`src/rtl/axil_pkg.sv`:
```
// -----------------------------------------------------------------------------
// axil_pkg
// Shared AXI4-Lite definitions for the register-file slave and its channel
// buffers: the response type, the response codes and a byte-strobe merge helper.
// No ports (package).
// -----------------------------------------------------------------------------
package axil_pkg;

  typedef logic [1:0] resp_t;

  localparam resp_t RESP_OKAY   = 2'b00;
  localparam resp_t RESP_SLVERR = 2'b10;
  localparam resp_t RESP_DECERR = 2'b11;

  // Merge one byte lane: the new byte wins only when its strobe is set.
  function automatic logic [7:0] strb_byte(input logic [7:0] old_byte,
                                           input logic [7:0] new_byte,
                                           input logic       strb);
    return strb ? new_byte : old_byte;
  endfunction

endpackage

```
`src/rtl/axil_chan_buf.sv`:
```
// -----------------------------------------------------------------------------
// axil_chan_buf
// One-entry valid/ready holding register for a single AXI4-Lite request channel
// (AW address or W {strb,data}). Accepts one beat, then holds it until the
// parent pulses clear.
// Ports:
//   clk, rst   clock, synchronous active-high reset (empties the buffer)
//   in_valid   upstream valid
//   in_ready   upstream ready (low while full, held off, or in reset)
//   in_data    upstream payload [WIDTH-1:0]
//   hold       parent back-pressure (e.g. a write response is outstanding)
//   clear      parent consumed the stored beat
//   full       a beat is stored
//   data       stored payload [WIDTH-1:0]
// -----------------------------------------------------------------------------
module axil_chan_buf #(
  parameter int WIDTH = 32
) (
  input  logic             clk,
  input  logic             rst,
  input  logic             in_valid,
  output logic             in_ready,
  input  logic [WIDTH-1:0] in_data,
  input  logic             hold,
  input  logic             clear,
  output logic             full,
  output logic [WIDTH-1:0] data
);

  logic             full_q;
  logic [WIDTH-1:0] data_q;

  // Ready depends only on stored state and the parent's hold, never on in_valid.
  assign in_ready = !full_q && !hold && !rst;
  assign full     = full_q;
  assign data     = data_q;

  // Capture a beat on handshake. Accept and clear can never coincide: accept
  // needs the buffer empty, clear is only issued while it is full.
  always_ff @(posedge clk) begin
    if (rst) begin
      full_q <= 1'b0;
      data_q <= '0;
    end else if (in_valid && in_ready) begin
      full_q <= 1'b1;
      data_q <= in_data;
    end else if (clear) begin
      full_q <= 1'b0;
    end
  end

endmodule

```
`src/rtl/axil_regfile_slave.sv`:
```
// -----------------------------------------------------------------------------
// axil_regfile_slave
// AXI4-Lite slave terminating one channel set in a bank of NUM_REGS read/write
// registers. AW and W are captured independently in one-entry buffers and
// committed together; reads are a single-beat registered pipeline.
// Optional feature: define AXIL_REGFILE_WPULSE_EN to add reg_wr_pulse, a
// one-cycle per-register strobe after each in-range write commit.
// Ports:
//   clk, rst                      clock, synchronous active-high reset
//   s_aw{valid,ready,addr}        write address channel
//   s_w{valid,ready,data,strb}    write data channel
//   s_b{valid,ready,resp}         write response channel
//   s_ar{valid,ready,addr}        read address channel
//   s_r{valid,ready,data,resp}    read data channel
//   reg_wr_pulse                  (optional) per-register write strobe
//   regs_out                      flat register contents, reg i at [i*DATA_WIDTH +: DATA_WIDTH]
// -----------------------------------------------------------------------------
module axil_regfile_slave
  import axil_pkg::*;
#(
  parameter int                    DATA_WIDTH = 32,
  parameter int                    ADDR_WIDTH = 32,
  parameter int                    STRB_WIDTH = DATA_WIDTH / 8,
  parameter int                    NUM_REGS   = 16,
  parameter logic [DATA_WIDTH-1:0] RESET_VAL  = '0
) (
  input  logic                           clk,
  input  logic                           rst,
  input  logic                           s_awvalid,
  output logic                           s_awready,
  input  logic [ADDR_WIDTH-1:0]          s_awaddr,
  input  logic                           s_wvalid,
  output logic                           s_wready,
  input  logic [DATA_WIDTH-1:0]          s_wdata,
  input  logic [STRB_WIDTH-1:0]          s_wstrb,
  output logic                           s_bvalid,
  input  logic                           s_bready,
  output logic [1:0]                     s_bresp,
  input  logic                           s_arvalid,
  output logic                           s_arready,
  input  logic [ADDR_WIDTH-1:0]          s_araddr,
  output logic                           s_rvalid,
  input  logic                           s_rready,
  output logic [DATA_WIDTH-1:0]          s_rdata,
  output logic [1:0]                     s_rresp,
`ifdef AXIL_REGFILE_WPULSE_EN
  output logic [NUM_REGS-1:0]            reg_wr_pulse,
`endif
  output logic [NUM_REGS*DATA_WIDTH-1:0] regs_out
);

  localparam int ADDR_LSB = $clog2(STRB_WIDTH);
  localparam int IDX_W    = $clog2(NUM_REGS);
  localparam int TOP_LSB  = ADDR_LSB + IDX_W;

  logic                  aw_full;
  logic                  w_full;
  logic [ADDR_WIDTH-1:0] aw_addr;
  logic [STRB_WIDTH+DATA_WIDTH-1:0] w_buf;
  logic [STRB_WIDTH-1:0] w_strb;
  logic [DATA_WIDTH-1:0] w_data;
  logic                  commit;
  logic [IDX_W-1:0]      wr_idx;
  logic                  wr_in_range;
  logic [IDX_W-1:0]      rd_idx;
  logic                  rd_in_range;
  logic                  ar_hs;

  logic [DATA_WIDTH-1:0] regs [NUM_REGS];

  // Both request buffers stall while a write response is outstanding, so a
  // new write cannot be accepted until the previous one has been acknowledged.
  axil_chan_buf #(.WIDTH(ADDR_WIDTH)) u_aw_buf (
    .clk      (clk),
    .rst      (rst),
    .in_valid (s_awvalid),
    .in_ready (s_awready),
    .in_data  (s_awaddr),
    .hold     (s_bvalid),
    .clear    (commit),
    .full     (aw_full),
    .data     (aw_addr)
  );

  axil_chan_buf #(.WIDTH(STRB_WIDTH + DATA_WIDTH)) u_w_buf (
    .clk      (clk),
    .rst      (rst),
    .in_valid (s_wvalid),
    .in_ready (s_wready),
    .in_data  ({s_wstrb, s_wdata}),
    .hold     (s_bvalid),
    .clear    (commit),
    .full     (w_full),
    .data     (w_buf)
  );

  assign {w_strb, w_data} = w_buf;

  // A write commits once both halves are buffered and no response is pending.
  // Any address bit above the register index makes the access out of range.
  assign commit      = aw_full && w_full && !s_bvalid;
  assign wr_idx      = aw_addr[ADDR_LSB +: IDX_W];
  assign wr_in_range = (aw_addr >> TOP_LSB) == '0;

  assign ar_hs       = s_arvalid && s_arready;
  assign rd_idx      = s_araddr[ADDR_LSB +: IDX_W];
  assign rd_in_range = (s_araddr >> TOP_LSB) == '0;
  assign s_arready   = !s_rvalid && !rst;

  // Register bank: byte-strobed update on an in-range commit.
  always_ff @(posedge clk) begin
    if (rst) begin
      for (int i = 0; i < NUM_REGS; i++) begin
        regs[i] <= RESET_VAL;
      end
    end else if (commit && wr_in_range) begin
      for (int k = 0; k < STRB_WIDTH; k++) begin
        regs[wr_idx][8*k +: 8] <= strb_byte(regs[wr_idx][8*k +: 8], w_data[8*k +: 8], w_strb[k]);
      end
    end
  end

  // Write response: raised on commit, held with a stable code until accepted.
  always_ff @(posedge clk) begin
    if (rst) begin
      s_bvalid <= 1'b0;
      s_bresp  <= RESP_OKAY;
    end else if (commit) begin
      s_bvalid <= 1'b1;
      s_bresp  <= wr_in_range ? RESP_OKAY : RESP_SLVERR;
    end else if (s_bvalid && s_bready) begin
      s_bvalid <= 1'b0;
    end
  end

  // Read pipeline: data is sampled from the bank on the AR handshake edge, so a
  // commit landing on that same edge is not yet visible to this read.
  always_ff @(posedge clk) begin
    if (rst) begin
      s_rvalid <= 1'b0;
      s_rdata  <= '0;
      s_rresp  <= RESP_OKAY;
    end else if (ar_hs) begin
      s_rvalid <= 1'b1;
      s_rdata  <= rd_in_range ? regs[rd_idx] : '0;
      s_rresp  <= rd_in_range ? RESP_OKAY : RESP_SLVERR;
    end else if (s_rvalid && s_rready) begin
      s_rvalid <= 1'b0;
    end
  end

`ifdef AXIL_REGFILE_WPULSE_EN
  // One-cycle strobe for the register just written, independent of strobes.
  always_ff @(posedge clk) begin
    if (rst) begin
      reg_wr_pulse <= '0;
    end else begin
      reg_wr_pulse <= '0;
      if (commit && wr_in_range) begin
        reg_wr_pulse[wr_idx] <= 1'b1;
      end
    end
  end
`endif

  // Flatten the bank for the status/control consumers.
  for (genvar g = 0; g < NUM_REGS; g++) begin : g_regs_out
    assign regs_out[g*DATA_WIDTH +: DATA_WIDTH] = regs[g];
  end

endmodule

```
`config.mk`:
```
export PLATFORM = sky130hd
export DESIGN_NAME = axil_regfile_slave
export DESIGN_NICKNAME = d
export VERILOG_FILES = /design/src/rtl/axil_pkg.sv /design/src/rtl/axil_chan_buf.sv /design/src/rtl/axil_regfile_slave.sv
export SDC_FILE = /design/constraint.sdc
export NUM_CORES = 1
export LEC_CHECK = 0
export BUFFER_PORTS_ARGS = -buffer_cell sky130_fd_sc_hd__clkbuf_2
export CORE_AREA = 2 2 255 257
export DETAILED_ROUTE_END_ITERATION = 16
export DIE_AREA = 0 0 257 259
export GPL_ROUTABILITY_DRIVEN = 0
export GPL_TIMING_DRIVEN = 1
export HOLD_SLACK_MARGIN = 0.15
export PLACE_DENSITY = 0.65
export REMOVE_ABC_BUFFERS = 1
export SLEW_MARGIN = 20
export SYNTH_ARGS = -nofsm -noshare
export SYNTH_HDL_FRONTEND = slang
export SYNTH_SLANG_ARGS = --single-unit
```
`constraint.sdc`:
```
create_clock -name clk -period 3 [get_ports clk]
set_input_delay 0.45 -clock clk [delete_from_list [all_inputs] [get_ports clk]]
set_output_delay 0.45 -clock clk [all_outputs]
set_load 0.01 [all_outputs]
```
# --- After elaboration in Yosys (flattened, before gate mapping) ---
# Memory sizes are Yosys's and may differ from the RTL's.
# Cells that the tools add are included.
# W data, S select, Z words.
totals:
  reg_bits: 108
  mem_bits_rw: 512
  inputBits: 107
  output_inout_bits: 553
  wordCells: 65
  memories: 1
mem_list:
  columns: ["memory", "depth", "word_bits", "read_ports", "rd_ports_with_merged_regs", "wr", "line_no", "rtl"]
  rows:
  - ["regs", 16, 32, 17, 0, 16, "axil_regfile_slave.sv:69", "logic [DATA_WIDTH-1:0] regs [NUM_REGS];"]
op_classes:
  n_eq_ne: 4
  muxes: 22
  n_reduce_logical: 29
op_table:
  columns: ["op", "count"]
  rows:
  - ["$logic_not A32 Y1", 2]
  - ["$mux W32", 2]
  - ["$mux W8", 4]
  - ["$reduce_or A32 Y1", 1]
  - ["$logic_and A1 B1 Y1", 13]
  - ["$mux W1", 12]
  - ["$mux W4", 2]
  - ["$reduce_and A2 Y1", 4]
  - ["$reduce_bool A2 Y1", 4]
  - ["$logic_not A1 Y1", 5]
  - ["$mux W2", 2]
  - ["$ne A1 B1 Y1 const B", 4]

# --- Longest topological paths before layout ---
# Gate-level depths: netlist (run 1).
logic_depth:
  ltp_word: 9
  depth_mapped: 8
  mapped_depth_nobuf: 4

# --- By module ---
# From an unflattened synthesis (run 1), not the netlist that was laid out.
unflattened:
  hier_cells: 2033
  hier_area_um2: 27184.8
by_module_without_submodules:
  columns: ["module", "instances", "cells_each", "area_each_um2", "seq_area_each_um2"]
  rows:
  - ["axil_regfile_slave", 1, 1728, 23978.0, 16095.4]
  - ["axil_chan_buf at u_w_buf", 1, 161, 1690.4, 740.7]
  - ["axil_chan_buf at u_aw_buf", 1, 144, 1516.5, 660.6]

# --- Worst setup path before layout (run 1) ---
# Ideal clock, no wire load.
synth_path:
  kind: "reg-to-reg"
  startpoint: "register s_bvalid"
  endpoint: "memory regs[12][0], enable pin"
  setup_time_ns: 0.326
  t_arrival_ns: 1.667
  required_ns: 2.674
  path_slack_ns: 1.007
  path_stages_with_launch: 8
  path_buffers: 3
  period_less_slack_ns: 1.993
  path_cell_list: "dfxtp_1 -> and3b_1 -> and4_1 -> buf_2 -> and3_1 -> clkbuf_2 -> buf_2 -> a21o_1"
synth_lines:
  columns: ["item", "line_no", "rtl"]
  rows:
  - ["from (decl)", "axil_regfile_slave.sv:36", "output logic s_bvalid,"]
  - ["from (signal assigned)", "axil_regfile_slave.sv:126", "s_bvalid <= 1'b0;"]
  - ["from (signal assigned)", "axil_regfile_slave.sv:129", "s_bvalid <= 1'b1;"]
  - ["from (signal assigned)", "axil_regfile_slave.sv:132", "s_bvalid <= 1'b0;"]
  - ["to (decl)", "axil_regfile_slave.sv:69", null]

==> impl_results.md, run 1 <==
* Max cap viols at 0
* Worst hold margin at 230 ps
* HPWL after detailed placement at 71600 microns
* Cells after synthesis at 2030
* Worst-Skew Late Latency at 640 ps
* H-tree depth at 2
* Slew Limit Fails at 0
* Slew @ Worst Pin at 1070 ps
* Port bufs at 653
* 1st-pass router iterations at 6
* Final Hold Viols at 0
* Clock Skew at 19.5 ps
* Crit Path Class: flop to flop
* Layout cells sized above 1 at 37.9%
* Initial DRC count at 2159
* Antenna violations before repair at 0
* Largest net degree at the start of global routing at 51
* Worst path required time at 3270 ps
* Pre-CTS setup slack at 446 ps
* First-pass GRT wire length at 143000 microns
* Post-CTS setup buffers at 0
* Num ports at 660
* Max_slew headroom at 29.0%
* PD cells at 580 nW/um^2
* Deepest clock path buffer count at 3
* Std-Cell Rows at 93
* Clk pin slew, worst setup/hold paths at 70 ps
* Yosys cell types at 40
* Cts bufs inserted at 61
* Worst Path Max Fanout at 14
* Clock sink count at 616
* TNS Setup at 0 ps
* Vias in the first global route at 20310
* Die width at 257 microns
* Synth Register Bits at 616
* Mean post-synth cell area at 13.0 sq um
* Peak VDD IR at 0.454 mV
* Post-layout min period at 2590 ps
* CTS tree: done
* GRT overflow at 0
* Post-route insts no fill at 3608
* Leak at 12.7 nW
* Total number of vias at 20684
* ANT cells at 0
* Min-delay worst type: primary input to flop
* Drt wl/cell at 28.2 microns
* Synth warn at 0
* GRT Total Usage at 29.6%
* Total wire length at 102000 microns
* Area Overhead vs Synth at 26.4%
* Crit. End Element: flop
* Worst Hold Depth at 5
* Post_cts resized at 0
* Die H at 259 microns
* Worst reg2reg path depth at 5
* RSZ-0062 raised after global routing: false
* Cells after DPL at 3422
* Setup-failing EPs final at 0
* Final period utilization at 86.3%
* Final ANT Viol Nets at 0
* CTS root buffer: clkbuf_16
* Core Footprint at 63900 sq um
* Vias per inst at 5.73
* Sequential-to-total area share from yosys stat at 66.1%
* Die area at 66600 sq um
* Mapped Area at 26400 sq um
* Starting Density at 41.3%
* Nets at 2807
* Status: completed
* Max Fclk at 0.386 GHz
* Worst Slack Setup Final at 411 ps
* DRC at 0
* Crit path launch type: flop
* Crit path arrival time at 2860 ps
[flip-flops by register name (all words and copies together) (netlist names)]
register       flops
regs             512
s_bresp            1
s_bvalid           1
s_rdata           32
s_rresp            1
s_rvalid           1
u_aw_buf.data     30
u_aw_buf.full      1
u_w_buf.data      36
u_w_buf.full       1
[cell type report]
| type | instances | area [sq um] |
|---|---|---|
| Clock buffer | 84 | 1720 |
| Sequential cell | 616 | 17500 |
| Clock inverter | 32 | 357 |
| Multi-Input combinational cell | 1217 | 8070 |
| Fill cell | 5498 | 30500 |
| Tap cell | 855 | 1070 |
| Timing Repair Buffer | 803 | 4710 |
| Inverter | 1 | 3.75 |
[synth_stat cells, drive strengths merged]
cell | count | area (sq um)
o31ai | 32 | 240
a31o | 48 | 420
edfxtp | 512 | 15400
nand3 | 2 | 10.0
buf | 73 | 453
mux4 | 96 | 2160
inv | 1 | 3.75
nand2b | 3 | 18.8
nand3b | 1 | 7.51
nor4 | 12 | 113
and3b | 1 | 8.76
o221ai | 32 | 280
nand2 | 201 | 754
or4b | 2 | 20.0
a21o | 16 | 120
o21ai | 1 | 5.00
nor3 | 6 | 35.0
clkbuf | 124 | 469
dfxtp | 104 | 2080
or2 | 3 | 18.8
and3 | 8 | 50.1
a21oi | 101 | 505
nor2b | 9 | 56.3
conb | 1 | 3.75
nor2 | 522 | 2200
nand4 | 16 | 100
o22ai | 32 | 200
and4 | 2 | 17.5
and2 | 3 | 18.8
a211oi | 2 | 15.0
mux2i | 64 | 641
[layout by cell type (no fill, tap or decap), types with 48 or more instances in the layout]
cell type / netlist / final
clkbuf_16: 0 / 63
nor2_1: 472 / 470
mux2i_1: 64 / 64
mux4_2: 96 / 96
nand2_1: 201 / 200
clkbuf_2: 3 / 650
a21oi_1: 101 / 101
dlygate4sd3_1: 0 / 70
dfxtp_1: 104 / 104
a31o_2: 48 / 48
edfxtp_1: 512 / 512
buf_4: 10 / 72
[cells by family (layout without fill, tap and decap cells)]
group / count (synthesis) / after routing / share of synthesized area, %
flops: 616 / 616 / 66.1
compound gates: 264 / 264 / 6.77
simple gates: 791 / 791 / 13.0
other cells: 1 / 2 / 0.0142
buf+inv: 198 / 920 / 3.51
mux: 160 / 160 / 10.6
[what timing repair did]
| item | in CTS | in global routing |
|---|---|---|
| endpoints found under the hold margin | 69 | 0 |
| setup endpoints to repair | 0 | 0 |
| hold buffers | 70 | 0 |
[report_power, final]
| group | leakage [nW] | internal, mW | total, mW | switching, mW |
|---|---|---|---|---|
| registers | 6.13 | 9.52 | 9.75 | 0.224 |
| logic | 5.59 | 0.653 | 1.66 | 1.00 |
| clock network | 1.00 | 4.60 | 7.95 | 3.35 |
[per-layer routing]
| metal | vias up | part of all wire (%) | track usage [%] |
|---|---|---|---|
| li1 | 8734 | - | - |
| met1 | 10439 | 38 | 38.3 |
| met2 | 1294 | 49 | 49.2 |
| met3 | 217 | 10 | 7.37 |
| met4 | 0 | 3.7 | 9.79 |
| met5 | - | 0 | 0 |
[path summary, 6_finish.rpt]
check	start	slack (ps)	end
setup reg to reg	u_aw_buf.data[14]	410	regs[13][2]
hold / removal	s_araddr[12]	230	s_rresp[1]
setup / recovery	u_aw_buf.data[14]	410	regs[13][2]
hold reg to reg	u_w_buf.data[28]	450	u_w_buf.data[28]
[worst max-delay path: stages (launching register included)]
cell and delay, ps:
dfxtp_1 320, nor4_2 370, and4_1 560, and3_1 280, buf_4 220, a21o_1 470
[through the flow]
step / power, mW / instance area (sq um) / util, %
after floorplan: 10.6 / 25500 / -
after global placement: 11.5 / 30600 / 47.9
after detailed placement: 11.5 / 30600 / 47.9
after CTS: 19.4 / 33400 / 52.3
after global routing: 19.8 / 33400 / 52.3
final: 19.4 / 33400 / 52.3
No activity file was read; power rests on OpenSTA's default activity.
==> run 2, diff against run 1 <==
--- a/config.mk
+++ b/config.mk
@@ -5,14 +5,15 @@
 export SDC_FILE = /design/constraint.sdc
 export NUM_CORES = 1
 export LEC_CHECK = 0
+export ABC_AREA = 1
 export BUFFER_PORTS_ARGS = -buffer_cell sky130_fd_sc_hd__clkbuf_2
-export CORE_AREA = 2 2 255 257
+export CORE_AREA = 2 2 253 255
 export DETAILED_ROUTE_END_ITERATION = 16
-export DIE_AREA = 0 0 257 259
+export DIE_AREA = 0 0 255 257
 export GPL_ROUTABILITY_DRIVEN = 0
 export GPL_TIMING_DRIVEN = 1
 export HOLD_SLACK_MARGIN = 0.15
-export PLACE_DENSITY = 0.65
+export PLACE_DENSITY = 0.68
 export REMOVE_ABC_BUFFERS = 1
 export SLEW_MARGIN = 20
 export SYNTH_ARGS = -nofsm -noshare
==> run 2 against run 1 <==
- via count increased by 16%
- routed wire length rose by 1.8%
- first-iteration DRC count grew 36%
- total power hardly changed
- hold slack worse by 55 ps
- critical path type unchanged
- critical endpoint is now regs[2][17]
- largest cell class unchanged
==> impl_results.md, run 2 <==
* Leading area contributor after synthesis: edfxtp_1 (unchanged)
* Layout cells sized above 1 at 26.3% (was 37.9%)
* Deepest clock path buffer count at 3 (unchanged)
* Reg with most FFs: regs (unchanged)
* Total wire length at 104000 microns (was 102000 microns)
* Die width at 255 microns (was 257 microns)
* Vias in the first global route at 22084 (was 20310)
* Post-synthesis async set-or-reset flop share at 0% (unchanged)
* Net Sw Frac at 25.8% (was 23.7%)
* RSZ-0062 raised after global routing: false (unchanged)
* Setup-failing EPs final at 0 (unchanged)
* EDFF count, synth at 512 (unchanged)
* Crit. End Element: flop (unchanged)
* Number of flip-flops in the largest register at 512 (unchanged)
* Area Overhead vs Synth at 24.3% (was 26.4%)
* Clock Skew at 24.4 ps (was 19.5 ps)
* Drt wl/cell at 23.9 microns (was 28.2 microns)
* PD cells at 562 nW/um^2 (was 580 nW/um^2)
* Core Footprint at 62700 sq um (was 63900 sq um)
* CTS tree: done (unchanged)
* R2R Setup Slk at 430 ps (was 410 ps)
* Most frequent standard cell in the layout excluding fill and tap cells: clkbuf_2 (unchanged)
* Antenna violations before repair at 3 (was 0)
* Count leader, synth: nand2_1 (was edfxtp_1)
* Final Hold Viols at 0 (unchanged)
* Crit path arrival time at 2850 ps (was 2860 ps)
* GRT Total Usage at 30.6% (was 29.6%)
* Mean post-synth cell area at 9.90 sq um (was 13.0 sq um)
* 1st-pass router iterations at 6 (unchanged)
* Top cells by area, synth: edfxtp_1 55%, nand3_1 8.7%, nand2_1 8.7%, dfxtp_1 7.5%, nor2_1 7.0% (was edfxtp_1 58%, mux4_2 8.2%, dfxtp_1 7.9%, nor2_1 6.7%, nand2_1 2.9%)
* Synth warn at 0 (unchanged)
* Sequential group share of total power at 50.5% (was 50.4%)
* Synth top area share at 55.5% (was 58.2%)
* Worst path required time at 3280 ps (was 3270 ps)
* Vias per inst at 5.55 (was 5.73)
* Internal power at 14.4 mW (was 14.8 mW)
* Clk pin slew, worst setup/hold paths at 60 ps (was 70 ps)
* Cells after DPL at 4169 (was 3422)
* Std-Cell Rows at 92 (was 93)
* Worst-Skew Late Latency at 630 ps (was 640 ps)
* Mapped Area at 27700 sq um (was 26400 sq um)
* Cts bufs inserted at 61 (unchanged)
* Worst Slack Setup Final at 429 ps (was 411 ps)
* Die area at 65500 sq um (was 66600 sq um)
* Post_cts resized at 0 (unchanged)
* Worst Path Max Fanout at 35 (was 14)
* Nets at 3551 (was 2807)
* Yosys cell types at 25 (was 40)
* Starting Density at 44.2% (was 41.3%)
* Synth Register Bits at 616 (unchanged)
* Cells after synthesis at 2801 (was 2030)
* Layout filler cell count at 5560 (was 5498)
* Clock power frac at 39.1% (was 41.1%)
* Status: completed (unchanged)
* Crit path launch type: flop (unchanged)
* DRC at 0 (unchanged)
* Max_slew headroom at 32.4% (was 29.0%)
* Crit Path Class: flop to flop (unchanged)
* Final period utilization at 85.7% (was 86.3%)
* CTS root buffer: clkbuf_16 (unchanged)
* Pre-CTS setup slack at 499 ps (was 446 ps)
* Die H at 257 microns (was 259 microns)
* Power share of the combinational group at 10.4% (was 8.6%)
* Post-route insts no fill at 4342 (was 3608)
* GRT overflow at 0 (unchanged)
* H-tree depth at 2 (unchanged)
* Slew @ Worst Pin at 1010 ps (was 1070 ps)
* Post-layout min period at 2570 ps (was 2590 ps)
* Commonest cells in the netlist: 640 x nand2_1, 516 x nor2_1, 512 x edfxtp_1 (was 512 x edfxtp_1, 472 x nor2_1, 201 x nand2_1)
* Worst hold margin at 174 ps (was 230 ps)
* Leak at 14.0 nW (was 12.7 nW)
* First-pass GRT wire length at 147000 microns (was 143000 microns)
* Commonest cells after routing, fill and taps aside: 650 x clkbuf_2, 638 x nand2_1, 516 x nor2_1 (was 650 x clkbuf_2, 512 x edfxtp_1, 470 x nor2_1)
* Slew Limit Fails at 0 (unchanged)
* HPWL after detailed placement at 73700 microns (was 71600 microns)
* Port bufs at 653 (unchanged)
* Sequential-to-total area share from yosys stat at 63.0% (was 66.1%)
* Clock sink count at 616 (unchanged)
* Switch Pwr at 4.98 mW (was 4.58 mW)
* Peak VDD IR at 0.539 mV (was 0.454 mV)
* Max Fclk at 0.389 GHz (was 0.386 GHz)
* Final ANT Viol Nets at 0 (unchanged)
* Max cap viols at 0 (unchanged)
* Main synth FF type: edfxtp_1 (unchanged)
* Min-delay worst type: primary input to flop (unchanged)
* Largest net degree at the start of global routing at 133 (was 51)
* Total number of vias at 24087 (was 20684)
* Initial DRC count at 2939 (was 2159)
* Num ports at 660 (unchanged)
run 2: worst max-delay path, stage by stage (launching register included):
cell and delay [ps]:
dfxtp_1 360, nor2_2 150, nand2_1 120, nor2_1 120, nand2_1 90, nor2_4 100, buf_12 320, buf_4 280
nand4_4 230, nand2_1 380
run 2: cell type report:
cell class | count | area [sq um] | area share [%]
antenna | 2 | 5.00 | 0.0145
sequential | 616 | 17500 | 50.7
clock buffer | 84 | 1680 | 4.88
inverter | 69 | 277 | 0.802
multi-input combinational | 1918 | 9140 | 26.5
tap | 846 | 1060 | 3.07
timing repair buffer | 778 | 4590 | 13.3
clock inverter | 29 | 254 | 0.737
run 2: path summary, 6_finish.rpt:
check	endpoint	depth (start not counted)	from
max	regs[2][17]	9	s_bvalid
min	u_aw_buf.data[12]	3	s_awaddr[12]
max reg2reg	regs[2][17]	9	s_bvalid
min reg2reg	u_aw_buf.data[23]	2	u_aw_buf.data[23]
run 2: per-stage QoR:
step | area (sq um) | setup TNS (ps) | total power [mW] | util [%]
finish | 34500 | 0 | 19.4 | 54.9
global route | 34500 | 0 | 19.9 | 54.9
CTS | 34500 | 0 | 19.3 | 54.9
global placement | 31900 | 0 | 11.9 | 50.9
detailed placement | 31900 | 0 | 11.9 | 50.9
floorplan | 26800 | -3415890 | 10.8 | -
run 2: cell families after synthesis:
logic type / count (synthesis) / share of synthesized area (%)
flops: 616 / 63.0
other cells: 1 / 0.0135
compound gates: 166 / 3.00
buf+inv: 268 / 4.15
simple gates: 1750 / 29.9
run 2: layer usage:
layer / wire (microns) / part of all wire (%) / track usage [%]
met5: 13 / 0.013 / 0
met4: 3930 / 3.8 / 11.2
met3: 11800 / 11 / 8.10
met2: 49000 / 47 / 49.0
met1: 38900 / 38 / 40.0
run 2: power groups by stage:
stage | Combinational [mW] | Sequential, mW | Clock, mW
floorplan | 0.817 | 10.0 | 0
global placement | 1.92 | 9.94 | 0
detailed placement | 1.94 | 9.94 | 0
CTS | 2.01 | 9.76 | 7.58
global route | 2.17 | 9.78 | 7.90
finish | 2.02 | 9.76 | 7.56
run 2: what timing repair did:
action	CTS	global route
buffers inserted	0	0
hold buffers	58	0
hold endpoints to repair	58	0
